### config.mk
export PLATFORM = sky130hd
export DESIGN_NAME = uart_cmd_responder
export DESIGN_NICKNAME = d
export VERILOG_FILES = /design/src/rtl/uart_cmd_pkg.sv /design/src/rtl/uart_cmd_responder.sv
export SDC_FILE = /design/constraint.sdc
export NUM_CORES = 1
export LEC_CHECK = 0
export CAP_MARGIN = 40
export CORE_AREA = 2 2 96 98
export CTS_BUF_LIST = sky130_fd_sc_hd__clkbuf_16
export CTS_CLUSTER_SIZE = 12
export DETAILED_ROUTE_END_ITERATION = 10
export DIE_AREA = 0 0 98 100
export GPL_ROUTABILITY_DRIVEN = 0
export GPL_TIMING_DRIVEN = 0
export PLACE_DENSITY_LB_ADDON = 0.12
export SLEW_MARGIN = 5
export SYNTH_ARGS = -nofsm -noshare
export SYNTH_HDL_FRONTEND = slang
export SYNTH_SLANG_ARGS = --single-unit
### constraint.sdc
create_clock -name clk -period 6.3 [get_ports clk]
set_clock_uncertainty 0.15 [all_clocks]
set_input_delay 1.26 -clock clk [delete_from_list [all_inputs] [get_ports clk]]
set_output_delay 1.26 -clock clk [all_outputs]
set_load 0.005 [all_outputs]
### src/rtl/uart_cmd_pkg.sv
// uart_cmd_pkg: frame constants, status codes and FSM state encoding for uart_cmd_responder
package uart_cmd_pkg;
    localparam logic [7:0] SOF_REQ   = 8'hA5;
    localparam logic [7:0] SOF_RSP   = 8'h5A;
    localparam logic [7:0] CMD_WR    = 8'h01;
    localparam logic [7:0] CMD_RD    = 8'h02;
    localparam logic [7:0] ST_OK     = 8'h00;
    localparam logic [7:0] ST_BADCHK = 8'h01;
    localparam logic [7:0] ST_BADCMD = 8'h02;
    localparam logic [3:0] S_HUNT      = 4'd0;
    localparam logic [3:0] S_GET_CMD   = 4'd1;
    localparam logic [3:0] S_GET_ADDR  = 4'd2;
    localparam logic [3:0] S_GET_DATA  = 4'd3;
    localparam logic [3:0] S_GET_CHK   = 4'd4;
    localparam logic [3:0] S_EXEC      = 4'd5;
    localparam logic [3:0] S_READ_WAIT = 4'd6;
    localparam logic [3:0] S_SEND      = 4'd7;
    localparam logic [3:0] S_WAIT_HI   = 4'd8;
    localparam logic [3:0] S_WAIT_LO   = 4'd9;
    function automatic logic [7:0] xor3(input logic [7:0] a, input logic [7:0] b, input logic [7:0] c);
        return a ^ b ^ c;
    endfunction
endpackage

### src/rtl/uart_cmd_responder.sv
// uart_cmd_responder: parses 5-byte UART request frames, performs one register read/write, returns a 5-byte response
//   clk, rstn                  clock, async active-low reset
//   rx_data, rx_valid          received byte stream from the UART receiver
//   tx_data, tx_start, tx_busy transmit handshake toward the UART transmitter
//   reg_addr/wdata/we/re/rdata local register bus (rdata valid the cycle after reg_re)
//   busy, frame_ok, frame_err  status: frame in progress, executed, rejected/abandoned
module uart_cmd_responder
    import uart_cmd_pkg::*;
#(
    parameter int TIMEOUT_CYC = 100_000
) (
    input  logic       clk,
    input  logic       rstn,
    input  logic [7:0] rx_data,
    input  logic       rx_valid,
    output logic [7:0] tx_data,
    output logic       tx_start,
    input  logic       tx_busy,
    output logic [7:0] reg_addr,
    output logic [7:0] reg_wdata,
    output logic       reg_we,
    output logic       reg_re,
    input  logic [7:0] reg_rdata,
    output logic       busy,
    output logic       frame_ok,
    output logic       frame_err
);
    localparam int CW = $clog2(TIMEOUT_CYC);

    logic [3:0]    state;
    logic [2:0]    idx;
    logic [CW-1:0] cnt;
    logic [7:0]    cmd, addr, data, chk, status, rdata_q;
    logic          in_get, timeout, chk_bad, cmd_bad, err, sending;

    always_comb begin
        in_get    = state inside {S_GET_CMD, S_GET_ADDR, S_GET_DATA, S_GET_CHK};
        // a byte arriving on the last allowed cycle still counts, so rx_valid wins
        timeout   = in_get && !rx_valid && cnt == CW'(TIMEOUT_CYC - 1);
        chk_bad   = chk != xor3(cmd, addr, data);
        cmd_bad   = cmd != CMD_WR && cmd != CMD_RD;
        err       = chk_bad || cmd_bad;
        sending   = state inside {S_SEND, S_WAIT_HI, S_WAIT_LO};
        // idx is frozen from tx_start until tx_busy falls, so the muxed byte stays stable
        tx_data   = !sending ? 8'h00 :
                    idx == 3'd0 ? SOF_RSP :
                    idx == 3'd1 ? status :
                    idx == 3'd2 ? addr :
                    idx == 3'd3 ? rdata_q : xor3(status, addr, rdata_q);
        tx_start  = state == S_SEND && !tx_busy;
        reg_addr  = addr;
        reg_wdata = data;
        reg_we    = state == S_EXEC && !err && cmd == CMD_WR;
        reg_re    = state == S_EXEC && !err && cmd == CMD_RD;
        busy      = state != S_HUNT;
        frame_ok  = reg_we || state == S_READ_WAIT;
        frame_err = (state == S_EXEC && err) || timeout;
    end

    always_ff @(posedge clk or negedge rstn) begin
        if (!rstn) begin
            state   <= S_HUNT;
            idx     <= '0;
            cnt     <= '0;
            cmd     <= '0;
            addr    <= '0;
            data    <= '0;
            chk     <= '0;
            status  <= '0;
            rdata_q <= '0;
        end else begin
            cnt <= (in_get && !rx_valid && !timeout) ? cnt + 1'b1 : '0;
            if (timeout) state <= S_HUNT;
            else case (state)
                S_HUNT:      if (rx_valid && rx_data == SOF_REQ) state <= S_GET_CMD;
                S_GET_CMD:   if (rx_valid) begin cmd  <= rx_data; state <= S_GET_ADDR; end
                S_GET_ADDR:  if (rx_valid) begin addr <= rx_data; state <= S_GET_DATA; end
                S_GET_DATA:  if (rx_valid) begin data <= rx_data; state <= S_GET_CHK;  end
                S_GET_CHK:   if (rx_valid) begin chk  <= rx_data; state <= S_EXEC;     end
                S_EXEC: begin
                    status  <= chk_bad ? ST_BADCHK : cmd_bad ? ST_BADCMD : ST_OK;
                    rdata_q <= err ? 8'h00 : data;
                    state   <= (!err && cmd == CMD_RD) ? S_READ_WAIT : S_SEND;
                end
                S_READ_WAIT: begin
                    rdata_q <= reg_rdata;
                    state   <= S_SEND;
                end
                S_SEND:      if (!tx_busy) state <= S_WAIT_HI;
                S_WAIT_HI:   if (tx_busy) state <= S_WAIT_LO;
                S_WAIT_LO:   if (!tx_busy) begin
                    idx   <= idx == 3'd4 ? 3'd0 : idx + 3'd1;
                    state <= idx == 3'd4 ? S_HUNT : S_SEND;
                end
                default:     state <= S_HUNT;
            endcase
        end
    end
endmodule

==> impl_metrics.prom <==
# TYPE chip_impl_metric gauge
chip_impl_info{name="run_status",value="finished clean"} 1
chip_impl_metric{name="port_buffers",unit=""} 49
chip_impl_metric{name="grt_max_degree",unit=""} 65
chip_impl_metric{name="netlist_area",unit="sq mm"} 0.003832
chip_impl_metric{name="final_period_minus_worst_setup_slack",unit="ns"} 4.769
chip_impl_metric{name="synth-seq-cells",unit=""} 66
chip_impl_metric{name="worstPathMaxFanout",unit=""} 4
chip_impl_metric{name="reg2reg_depth",unit=""} 6
chip_impl_metric{name="filler_cell_count",unit=""} 807
chip_impl_metric{name="utilization",unit="%"} 53.95
chip_impl_metric{name="design.final.nets",unit=""} 472
chip_impl_metric{name="report.final.hold_viol_count",unit=""} 0
chip_impl_metric{name="antenna_cells",unit=""} 0
chip_impl_metric{name="syn_avg_cell_area",unit="sq um"} 9.954
chip_impl_metric{name="placement.setup.worst_slack",unit="ns"} 1.548
chip_impl_metric{name="cts_hold_buffers",unit=""} 0
chip_impl_metric{name="gr-usage-all-layers",unit="%"} 19.95
chip_impl_metric{name="initial_core_util",unit="%"} 43.11
chip_impl_metric{name="final_layout_size_suffix_gt1_share",unit="%"} 13.97
chip_impl_metric{name="power.density",unit="mW/mm^2"} 484.3
chip_impl_metric{name="synthesis.instances",unit=""} 385
chip_impl_info{name="timing_worst_setup_path_type",value="primary input to output pin"} 1
chip_impl_info{name="root_buffer",value="sky130_fd_sc_hd__clkbuf_16"} 1
chip_impl_metric{name="postCtsSetupRepairBufs",unit=""} 0
chip_impl_metric{name="final-setup-viol-count",unit=""} 0
chip_impl_metric{name="totalNegativeSetupSlack",unit="ns"} 0
chip_impl_metric{name="cap_viol_max_count",unit=""} 0
chip_impl_metric{name="swShare",unit="%"} 37.28
chip_impl_metric{name="grt_antenna_before_repair",unit=""} 0
chip_impl_metric{name="dieWidth",unit="um"} 98
chip_impl_metric{name="place.detailed.hpwl",unit="mm"} 6.623
chip_impl_metric{name="seq_area_frac_synth",unit="%"} 43.10
chip_impl_metric{name="core_area",unit="sq mm"} 0.008890
chip_impl_metric{name="power.static_leakage",unit="nW"} 1.999
chip_impl_metric{name="synthToLayoutAreaGrowth",unit="%"} 25.14
chip_impl_info{name="critPathLaunchType",value="primary input"} 1
chip_impl_metric{name="internal_power",unit="mW"} 1.457
chip_impl_metric{name="synthesis.yosys.warnings",unit=""} 0
chip_impl_metric{name="grt-ovfl-total",unit=""} 0
chip_impl_metric{name="count_of_routing_violations_after_the_opening_detailed_route_iteration",unit=""} 157
chip_impl_metric{name="clock_tree.buffer_depth",unit=""} 2
chip_impl_metric{name="worst_hold_depth",unit=""} 1
chip_impl_metric{name="cts_sinks",unit=""} 66
chip_impl_metric{name="drt.antenna.violating_nets",unit=""} 0
chip_impl_metric{name="drt_first_pass_iters",unit=""} 4
chip_impl_metric{name="hold_slack",unit="ns"} 0.3317
chip_impl_info{name="cts_tree",value="done"} 1
chip_impl_metric{name="die_height",unit="um"} 100
chip_impl_info{name="mostFrequentLayoutCell",value="sky130_fd_sc_hd__dfrtp_1"} 1
chip_impl_metric{name="drc",unit=""} 0
chip_impl_metric{name="power",unit="mW"} 2.323
chip_impl_metric{name="asyncSetResetFlopFracSynth",unit="%"} 100.0
chip_impl_metric{name="clk_transition_reported_paths",unit="ns"} 0.06
chip_impl_metric{name="grt_first_pass_wirelength",unit="mm"} 15.58
chip_impl_info{name="leading_post_synthesis_cells_by_cell_area",value="sky130_fd_sc_hd__dfrtp_1 43%, sky130_fd_sc_hd__mux2_2 7.6%, sky130_fd_sc_hd__xnor2_1 6.2%, sky130_fd_sc_hd__nor2_1 3.8%, sky130_fd_sc_hd__nand2_1 2.9%"} 1
chip_impl_metric{name="synth_enable_flop_cells",unit=""} 0
chip_impl_metric{name="timing.critical_path.required",unit="ns"} 4.89
chip_impl_info{name="worst_hold_path_type",value="register to register"} 1
chip_impl_metric{name="tightest_slew_margin_relative_to_the_limit",unit="%"} 49.44
chip_impl_metric{name="cts-htree-levels",unit=""} 3
chip_impl_metric{name="cts-buffers-inserted",unit=""} 9
chip_impl_metric{name="clock_latency",unit="ns"} 0.33
chip_impl_info{name="synthFlopType",value="sky130_fd_sc_hd__dfrtp_1"} 1
chip_impl_metric{name="yosysUniqueCellTypes",unit=""} 56
chip_impl_metric{name="final.setup.worst_slack",unit="ns"} 1.531
chip_impl_metric{name="fmaxAchievable",unit="GHz"} 0.2097
chip_impl_metric{name="clockPowerShare",unit="%"} 22.1
chip_impl_metric{name="pwr-share-comb",unit="%"} 44.5
chip_impl_metric{name="netSwitchingPower",unit="uW"} 865.9
chip_impl_info{name="grt_setup_unrepaired",value="false"} 1
chip_impl_metric{name="overall_routed_net_length",unit="mm"} 9.222
chip_impl_metric{name="post-route-period-util",unit="%"} 75.70
chip_impl_metric{name="worstPathArrival",unit="ns"} 3.36
chip_impl_info{name="synth.largest_area_cell",value="sky130_fd_sc_hd__dfrtp_1"} 1
chip_impl_metric{name="detail_route.vias_per_cell",unit=""} 5.390
chip_impl_info{name="layout.cells.most_common_list",value="66 x sky130_fd_sc_hd__dfrtp_1, 48 x sky130_fd_sc_hd__clkdlybuf4s50_1, 39 x sky130_fd_sc_hd__nor2_1"} 1
chip_impl_metric{name="yosysTopAreaCellShare",unit="%"} 43.10
chip_impl_metric{name="post_cts_resize_count",unit=""} 0
chip_impl_metric{name="tightestPinTransition",unit="ns"} 0.7514
chip_impl_metric{name="vias",unit=""} 3029
chip_impl_metric{name="row_count",unit=""} 35
chip_impl_metric{name="first_global_vias",unit=""} 3075
chip_impl_metric{name="vdd_drop_max",unit="mV"} 0.3201
chip_impl_info{name="crit_path_end_kind",value="output pin"} 1
chip_impl_metric{name="mappedNetlistNets",unit=""} 411
chip_impl_metric{name="maxSlewViolCount",unit=""} 0
chip_impl_metric{name="wl_per_cell",unit="um"} 16.41
chip_impl_metric{name="ios",unit=""} 50
chip_impl_metric{name="seqPwrFrac",unit="%"} 33.5
chip_impl_metric{name="die-area",unit="sq mm"} 0.009800
[cells in the mapped netlist, drive strengths merged, types with 2 or more instances]
cell type	n
a211oi	3
a21o	3
a21oi	9
a31oi	5
a32o	3
a32oi	3
a41o	8
and2	2
and3	4
buf	8
clkbuf	6
dfrtp	66
ha	6
inv	10
mux2	35
nand2	30
nand2b	13
nand3	12
nand3b	2
nand4	5
nor2	40
nor2b	11
nor3	4
nor3b	4
nor4	3
nor4b	2
o211ai	2
o21a	2
o21ai	22
o21bai	2
or2	4
or3	2
or4	2
xnor2	27
xor2	12
[metal layers]
layer / wire [um] / track usage [%] / vias up
li1: - / - / 1490
met1: 4467 / 29.25 / 1480
met2: 4382 / 31.45 / 55
met3: 330 / 3.412 / 4
met4: 42 / 4.060 / 0
met5: 0 / 0 / -
[sequential cells by signal, indices dropped and copies added (netlist names)]
| signal | cells |
|---|---|
| cnt | 17 |
| chk | 8 |
| cmd | 8 |
| rdata_q | 8 |
| reg_addr | 8 |
| reg_wdata | 8 |
| state | 4 |
| idx | 3 |
| status | 2 |
[cells by family after synthesis]
family,count (synthesis),share of synthesized area [%]
simple gates,146,20.31
fa+ha+maj,6,1.959
buf+inv,24,2.612
flops,66,43.09
compound gates,69,12.73
mux,35,10.38
xor+xnor,39,8.913
[power groups by stage]
stage,registers (mW),logic [mW],clock network (mW)
after global routing,0.802,1.15,0.540
after CTS,0.775,1.04,0.520
final,0.777,1.03,0.512
after detailed placement,0.781,1.03,0
after global placement,0.773,1.01,0
after floorplan,0.720,0.724,0
[cell type report]
| class | instances | area, sq um | share of cell area [%] |
|---|---|---|---|
| plain buffers | 14 | 62.56 | 1.304 |
| clock buffers | 9 | 225.2 | 4.696 |
| clock inverters | 7 | 83.83 | 1.748 |
| inverters | 10 | 37.54 | 0.7827 |
| multi-input cells | 295 | 2081 | 43.39 |
| flip-flops and latches | 66 | 1652 | 34.44 |
| well taps | 111 | 138.9 | 2.896 |
| repair buffers | 50 | 515.5 | 10.75 |
[worst max-delay path, cell delays in order]
cell and delay [ns]:
sky130_fd_sc_hd__clkdlybuf4s50_1 0.48, sky130_fd_sc_hd__nor2_1 0.18, sky130_fd_sc_hd__o21ai_0 0.19, sky130_fd_sc_hd__or2_1 0.33, sky130_fd_sc_hd__and2_0 0.17, sky130_fd_sc_hd__a31oi_1 0.20, sky130_fd_sc_hd__clkdlybuf4s50_1 0.54
[per-stage QoR]
step / instance area (sq um) / cells
5_1_grt: 4796 / 562
2_1_floorplan: 3832 / 385
3_5_place_dp: 4487 / 546
6_report: 4796 / 562
3_3_place_gp: 4462 / 545
4_1_cts: 4796 / 562
[worst paths after layout]
| kind | slack [ns] | endpoint | startpoint |
|---|---|---|---|
| max in group asynchronous | 4.91 | cnt[10] | rstn |
| worst min-delay path | 0.33 | cnt[0] | cnt[0] |
| worst max-delay path | 1.53 | frame_err | rx_valid |
| worst min register to register | 0.33 | cnt[0] | cnt[0] |
| min in group asynchronous | 0.57 | rdata_q[4] | rstn |
| worst max register to register | 4.01 | rdata_q[6] | state[3] |
Power figures use the tool's default switching activity.
